## src/rtl/sequenciador_busca.sv

```systemverilog
// Fetch sequencer: owns the PC, drives the imem req/ack handshake, feeds decode.
// Optional per-event counters are built when SEQ_CONTADORES_EN is defined.
module sequenciador_busca #(
    parameter logic [63:0] PC_STEP      = 64'd1,
    parameter logic [63:0] RESET_VECTOR = 64'd0
) (
    input  logic        clock,
    input  logic        reset,
    input  logic        habilita,
    output logic        mem_req,
    output logic [63:0] mem_endereco,
    input  logic        mem_ack,
    input  logic [31:0] mem_dado,
    input  logic        desvio_valido,
    input  logic [63:0] desvio_alvo,
    output logic        instr_valida,
    input  logic        instr_pronta,
    output logic [31:0] instr,
    output logic [63:0] instr_pc,
    output logic [63:0] pc
`ifdef SEQ_CONTADORES_EN
    ,
    output logic [31:0] num_entregues,
    output logic [31:0] num_descartes
`endif
);

    typedef enum logic [1:0] {
        OCIOSO,
        BUSCA,
        ENTREGA,
        DESCARTA
    } estado_t;

    estado_t     estado_q, estado_d;
    logic [63:0] pc_q, pc_d;
    logic [63:0] end_q, end_d;
    logic [31:0] instr_q, instr_d;
    logic [63:0] ipc_q, ipc_d;

    // State and datapath registers; reset abandons any fetch in flight.
    always_ff @(posedge clock or posedge reset) begin
        if (reset) begin
            estado_q <= OCIOSO;
            pc_q     <= RESET_VECTOR;
            end_q    <= RESET_VECTOR;
            instr_q  <= 32'd0;
            ipc_q    <= 64'd0;
        end else begin
            estado_q <= estado_d;
            pc_q     <= pc_d;
            end_q    <= end_d;
            instr_q  <= instr_d;
            ipc_q    <= ipc_d;
        end
    end

    // Next-state logic; redirects always win over delivery or new issue.
    always_comb begin
        estado_d = estado_q;
        pc_d     = pc_q;
        end_d    = end_q;
        instr_d  = instr_q;
        ipc_d    = ipc_q;
        unique case (estado_q)
            OCIOSO: begin
                if (desvio_valido) pc_d = desvio_alvo;
                if (habilita) begin
                    end_d    = desvio_valido ? desvio_alvo : pc_q;
                    estado_d = BUSCA;
                end
            end
            BUSCA: begin
                if (mem_ack && desvio_valido) begin
                    pc_d  = desvio_alvo;
                    end_d = desvio_alvo;
                end else if (mem_ack) begin
                    instr_d  = mem_dado;
                    ipc_d    = end_q;
                    pc_d     = end_q + PC_STEP;
                    estado_d = ENTREGA;
                end else if (desvio_valido) begin
                    pc_d     = desvio_alvo;
                    estado_d = DESCARTA;
                end
            end
            DESCARTA: begin
                // Memory still owes the stale response; keep req until ack.
                if (desvio_valido) pc_d = desvio_alvo;
                if (mem_ack) begin
                    if (habilita) begin
                        end_d    = pc_d;
                        estado_d = BUSCA;
                    end else begin
                        estado_d = OCIOSO;
                    end
                end
            end
            ENTREGA: begin
                if (desvio_valido) begin
                    pc_d = desvio_alvo;
                    if (habilita) begin
                        end_d    = desvio_alvo;
                        estado_d = BUSCA;
                    end else begin
                        estado_d = OCIOSO;
                    end
                end else if (instr_pronta) begin
                    if (habilita) begin
                        end_d    = pc_q;
                        estado_d = BUSCA;
                    end else begin
                        estado_d = OCIOSO;
                    end
                end
            end
            default: estado_d = OCIOSO;
        endcase
    end

    assign mem_req      = (estado_q == BUSCA) || (estado_q == DESCARTA);
    assign instr_valida = (estado_q == ENTREGA);
    assign mem_endereco = end_q;
    assign instr        = instr_q;
    assign instr_pc     = ipc_q;
    assign pc           = pc_q;

`ifdef SEQ_CONTADORES_EN
    logic        ev_entregue;
    logic        ev_descarte;
    logic [31:0] ent_q, desc_q;

    // Event decode: completed handshakes, dropped responses and squashes.
    always_comb begin
        ev_entregue = (estado_q == ENTREGA) && instr_pronta && !desvio_valido;
        ev_descarte = ((estado_q == BUSCA) && mem_ack && desvio_valido)
                   || ((estado_q == DESCARTA) && mem_ack)
                   || ((estado_q == ENTREGA) && desvio_valido);
    end

    // Saturating event counters.
    always_ff @(posedge clock or posedge reset) begin
        if (reset) begin
            ent_q  <= 32'd0;
            desc_q <= 32'd0;
        end else begin
            if (ev_entregue && (ent_q != 32'hFFFF_FFFF)) ent_q <= ent_q + 32'd1;
            if (ev_descarte && (desc_q != 32'hFFFF_FFFF)) desc_q <= desc_q + 32'd1;
        end
    end

    assign num_entregues = ent_q;
    assign num_descartes = desc_q;
`endif

endmodule
```

## config.mk

```make
export PLATFORM = sky130hd
export DESIGN_NAME = sequenciador_busca
export DESIGN_NICKNAME = d
export VERILOG_FILES = /design/src/rtl/sequenciador_busca.sv
export SDC_FILE = /design/constraint.sdc
export NUM_CORES = 1
export LEC_CHECK = 0
export ABC_AREA = 1
export CAP_MARGIN = 20
export CORE_UTILIZATION = 44
export DETAILED_ROUTE_END_ITERATION = 8
export PLACE_DENSITY = 0.87
export REMOVE_ABC_BUFFERS = 1
export SYNTH_ARGS = -nofsm -noshare
export SYNTH_HDL_FRONTEND = slang
export SYNTH_SLANG_ARGS = --single-unit
```

## constraint.sdc

```tcl
create_clock -name clock -period 7.42 [get_ports clock]
set_clock_uncertainty 0.05 [all_clocks]
set_input_delay 1.484 -clock clock [delete_from_list [all_inputs] [get_ports clock]]
set_output_delay 1.484 -clock clock [all_outputs]
set_load 0.05 [all_outputs]
```

==> metrics.md <==
| Metric | Value |
|---|---|
| Outcome | completed |
| Port Buffers | 327 |
| Syn_area_per_cell | 6.94 um2 |
| Commonest non-fill, non-tap cell in the layout | nand2_1 |
| Fin crit period | 3.96 ns |
| Fmax | 0.252 GHz |
| Switching power total | approximately 4.7 mW |
| Initial Util | 0.449 |
| Switching Fraction | 0.537 |
| Skew-Pair Late Insertion Delay | 0.54 ns |
| Pins over their slew limit | 0 |
| Element type at the critical path end | register |
| Initial antenna violation count | 4 |
| Wire per inst | 18.5 um |
| Met1 Track Usage GR | 0.411 |
| CTS tree | done |
| Met2 Use GR | 0.509 |
| Gr busiest metal | met2 |
| Synth warn | 0 |
| Synthesized area | 0.0121 mm2 |
| Worst rel slew slack | 0.288 |
| Final setup viols | 0 |
| Final hold violations | 0 |
| Clock transition at path regs | about 0.06 ns |
| CP startpoint kind | primary input |
| # fillers | 2379 |
| Top Ports | 328 |
| Worst Tran Pin Value | between 1 and 1.5 ns |
| Drt initial violations | 1366 |
| DP HPWL | 31300 um |
| First-pass GRT wire length | between 70000 and 80000 um |
| Post_cts resized | 0 |
| Largest net degree at the start of global routing | 113 |
| Synth unique cells | 34 |
| H-tree Lvls | 1 |
| Max clock buf depth | 3 |
| Hold depth | 2 |
| Via density | ~5.5 |
| Final worst path period share | 0.534 |
| GRT Residual Overflow | 0 |
| # hold bufs at CTS | 0 |
| CTS Sinks | between 200 and 250 |
| IR Drop Worst-Case VDD | 0.343 mV |
| CP arrival | 4.32 ns |
| CTS Buf Count | 26 |
| P&R area growth vs syn | 35.7% |
| Reg power frac | 0.273 |
| Routability Congestion | ~0.91 |
| DIE AREA | 0.0283 mm2 |
| Vias in the first global route | 12808 |
| Design area | 0.0165 mm2 |
| Post-route ant nets | 0 |
| Critical Path RT | 7.78 ns |
| Number of max-cap violations | 0 |
| Crit Path Class | primary input to register |
| GR Util met3 | 0.0703 |
| GRT Total Usage | 0.314 |
| HP Class | register to register |
| Cell area after placement | 0.0156 mm2 |
| Height of the die | 168 um |
| Largest fanout on the critical path | 112 |
| RSZ-0062 raised after global routing | no |
| Std-Cell Rows | 60 |
| Fin Hold WS | 0.419 ns |
| Comb pwr share | 0.581 |
| Cells after Synth | 1750 |
| Root Driver | clkbuf_16 |
| Seq cells post-synth | 226 |
| Width of the die | around 170 um |
| Leak | approximately 7.6 nW |
| Core area | 0.0270 mm2 |
| Clock share of power | 0.146 |
| Drc violations | 0 |
| Final #Nets | 2141 |
| DRT Pass-1 Iters | 7 |
| R2R depth | 9 |
| WL final | roughly 45000 um |
| Vias after detailed routing | 13182 |
| Pwr Density | 535 mW/mm2 |
| Post-CTS setup repair buffer count | 0 |
| Ratio of cells with drive above 1 in the final layout | 0.0340 |
| Most frequent cells in the layout | nand2_1 (752), clkdlybuf4s50_1 (326), dfrtp_1 (226), nor2_1 (191), o21ai_0 (138) |
| Internal Power | 4.08 mW |
| Sequential area share after synthesis | 0.466 |
-- path summary, 6_finish.rpt --
| path | start | to | slack, ns |
|---|---|---|---|
| min in group asynchronous | reset | instr[30] | 1.40 |
| max in group asynchronous | reset | pc[20] | 4.46 |
| worst max register to register | estado_q[0] | mem_endereco[53] | 4.00 |
| worst min-delay path | instr[11] | instr[11] | 0.42 |
| worst max-delay path | mem_ack | pc[14] | 3.46 |
| worst min register to register | instr[11] | instr[11] | 0.42 |
-- state kept, by name, indices dropped and copies added, names as in the netlist --
signal,flops
estado_q,2
instr,32
instr_pc,64
mem_endereco,64
pc,64
-- power by group through the flow --
| stage | clock, mW | combinational, mW | sequential [mW] |
|---|---|---|---|
| after global placement | 0 | 4.99 | 2.38 |
| after CTS | 1.29 | 5.11 | 2.39 |
| after detailed placement | 0 | 5.09 | 2.40 |
| after floorplan | 0 | 1.41 | 4.20 |
| final | 1.28 | 5.12 | 2.40 |
| after global routing | 1.34 | 5.44 | 2.47 |
-- critical path, cell delays in order --
cell and delay [ns]:
clkdlybuf4s50_1 0.40, buf_4 0.25, inv_2 0.34, nor2_4 0.05, inv_2 0.18, nor2_4 0.06, inv_4 0.68, buf_4 0.58
nor2_1 0.11, nand2_1 0.08, nand3_1 0.06
-- synth_stat cells, drive strengths merged --
cell type / number / area (um2)
a211oi: 2 / 20.0
a21boi: 3 / 22.5
a21oi: 12 / 60.1
a22oi: 1 / 7.51
a31oi: 44 / 275
and3: 1 / 6.26
buf: 30 / 153
clkbuf: 51 / 191
clkinv: 1 / 3.75
dfrtp: 226 / 5660
ha: 1 / 12.5
inv: 117 / 439
mux2i: 3 / 30.0
nand2: 752 / 2820
nand3: 95 / 475
nand3b: 1 / 7.51
nand4: 21 / 131
nor2: 198 / 761
nor3: 9 / 45.0
nor4: 3 / 18.8
o211ai: 8 / 60.1
o21a: 1 / 7.51
o21ai: 141 / 706
o221ai: 3 / 26.3
o22ai: 5 / 31.3
o31ai: 6 / 45.0
xor2: 15 / 131
-- kinds of logic after synthesis --
family	count (synthesis)	synth area share
and+or+nand+nor	1080	0.351
AOI/OAI and AO/OA	226	0.104
buffers and inverters	199	0.0648
xor gates and xnor gates	15	0.0108
DFF	226	0.466
muxes	3	0.00247
adders and majority gates	1	0.00103
-- area by class of cell --
cell class	instances	area, um2	area share
Timing Repair Buffer	341	3370	0.205
Tap cell	341	427	0.0259
Clock buffer	39	771	0.0468
Clock inverter	8	71.3	0.00433
Sequential cell	226	5660	0.343
Multi-Input combinational cell	1325	5730	0.347
Antenna cell	3	7.51	0.000455
Inverter	118	453	0.0275
-- per-layer routing --
layer | share of wire | vias to the layer above
met1 | 0.41 | 6214
met2 | 0.46 | 676
met3 | 0.096 | 115
met4 | 0.037 | 0
met5 | 0 | -
li1 | - | 6177
-- per-stage QoR --
step / total power [mW] / setup WS (ns) / util / setup TNS, ns / instances
6_report: 8.81 / 3.46 / 0.610 / 0 / 2401
5_1_grt: 9.25 / 3.23 / 0.610 / 0 / 2401
3_3_place_gp: 7.37 / 2.95 / 0.578 / 0 / 2351
2_1_floorplan: 5.60 / -0.305 / - / -70.97 / 1669
4_1_cts: 8.79 / 3.46 / 0.610 / 0 / 2398
3_5_place_dp: 7.49 / 2.90 / 0.578 / 0 / 2351
Power figures use the tool's default switching activity.
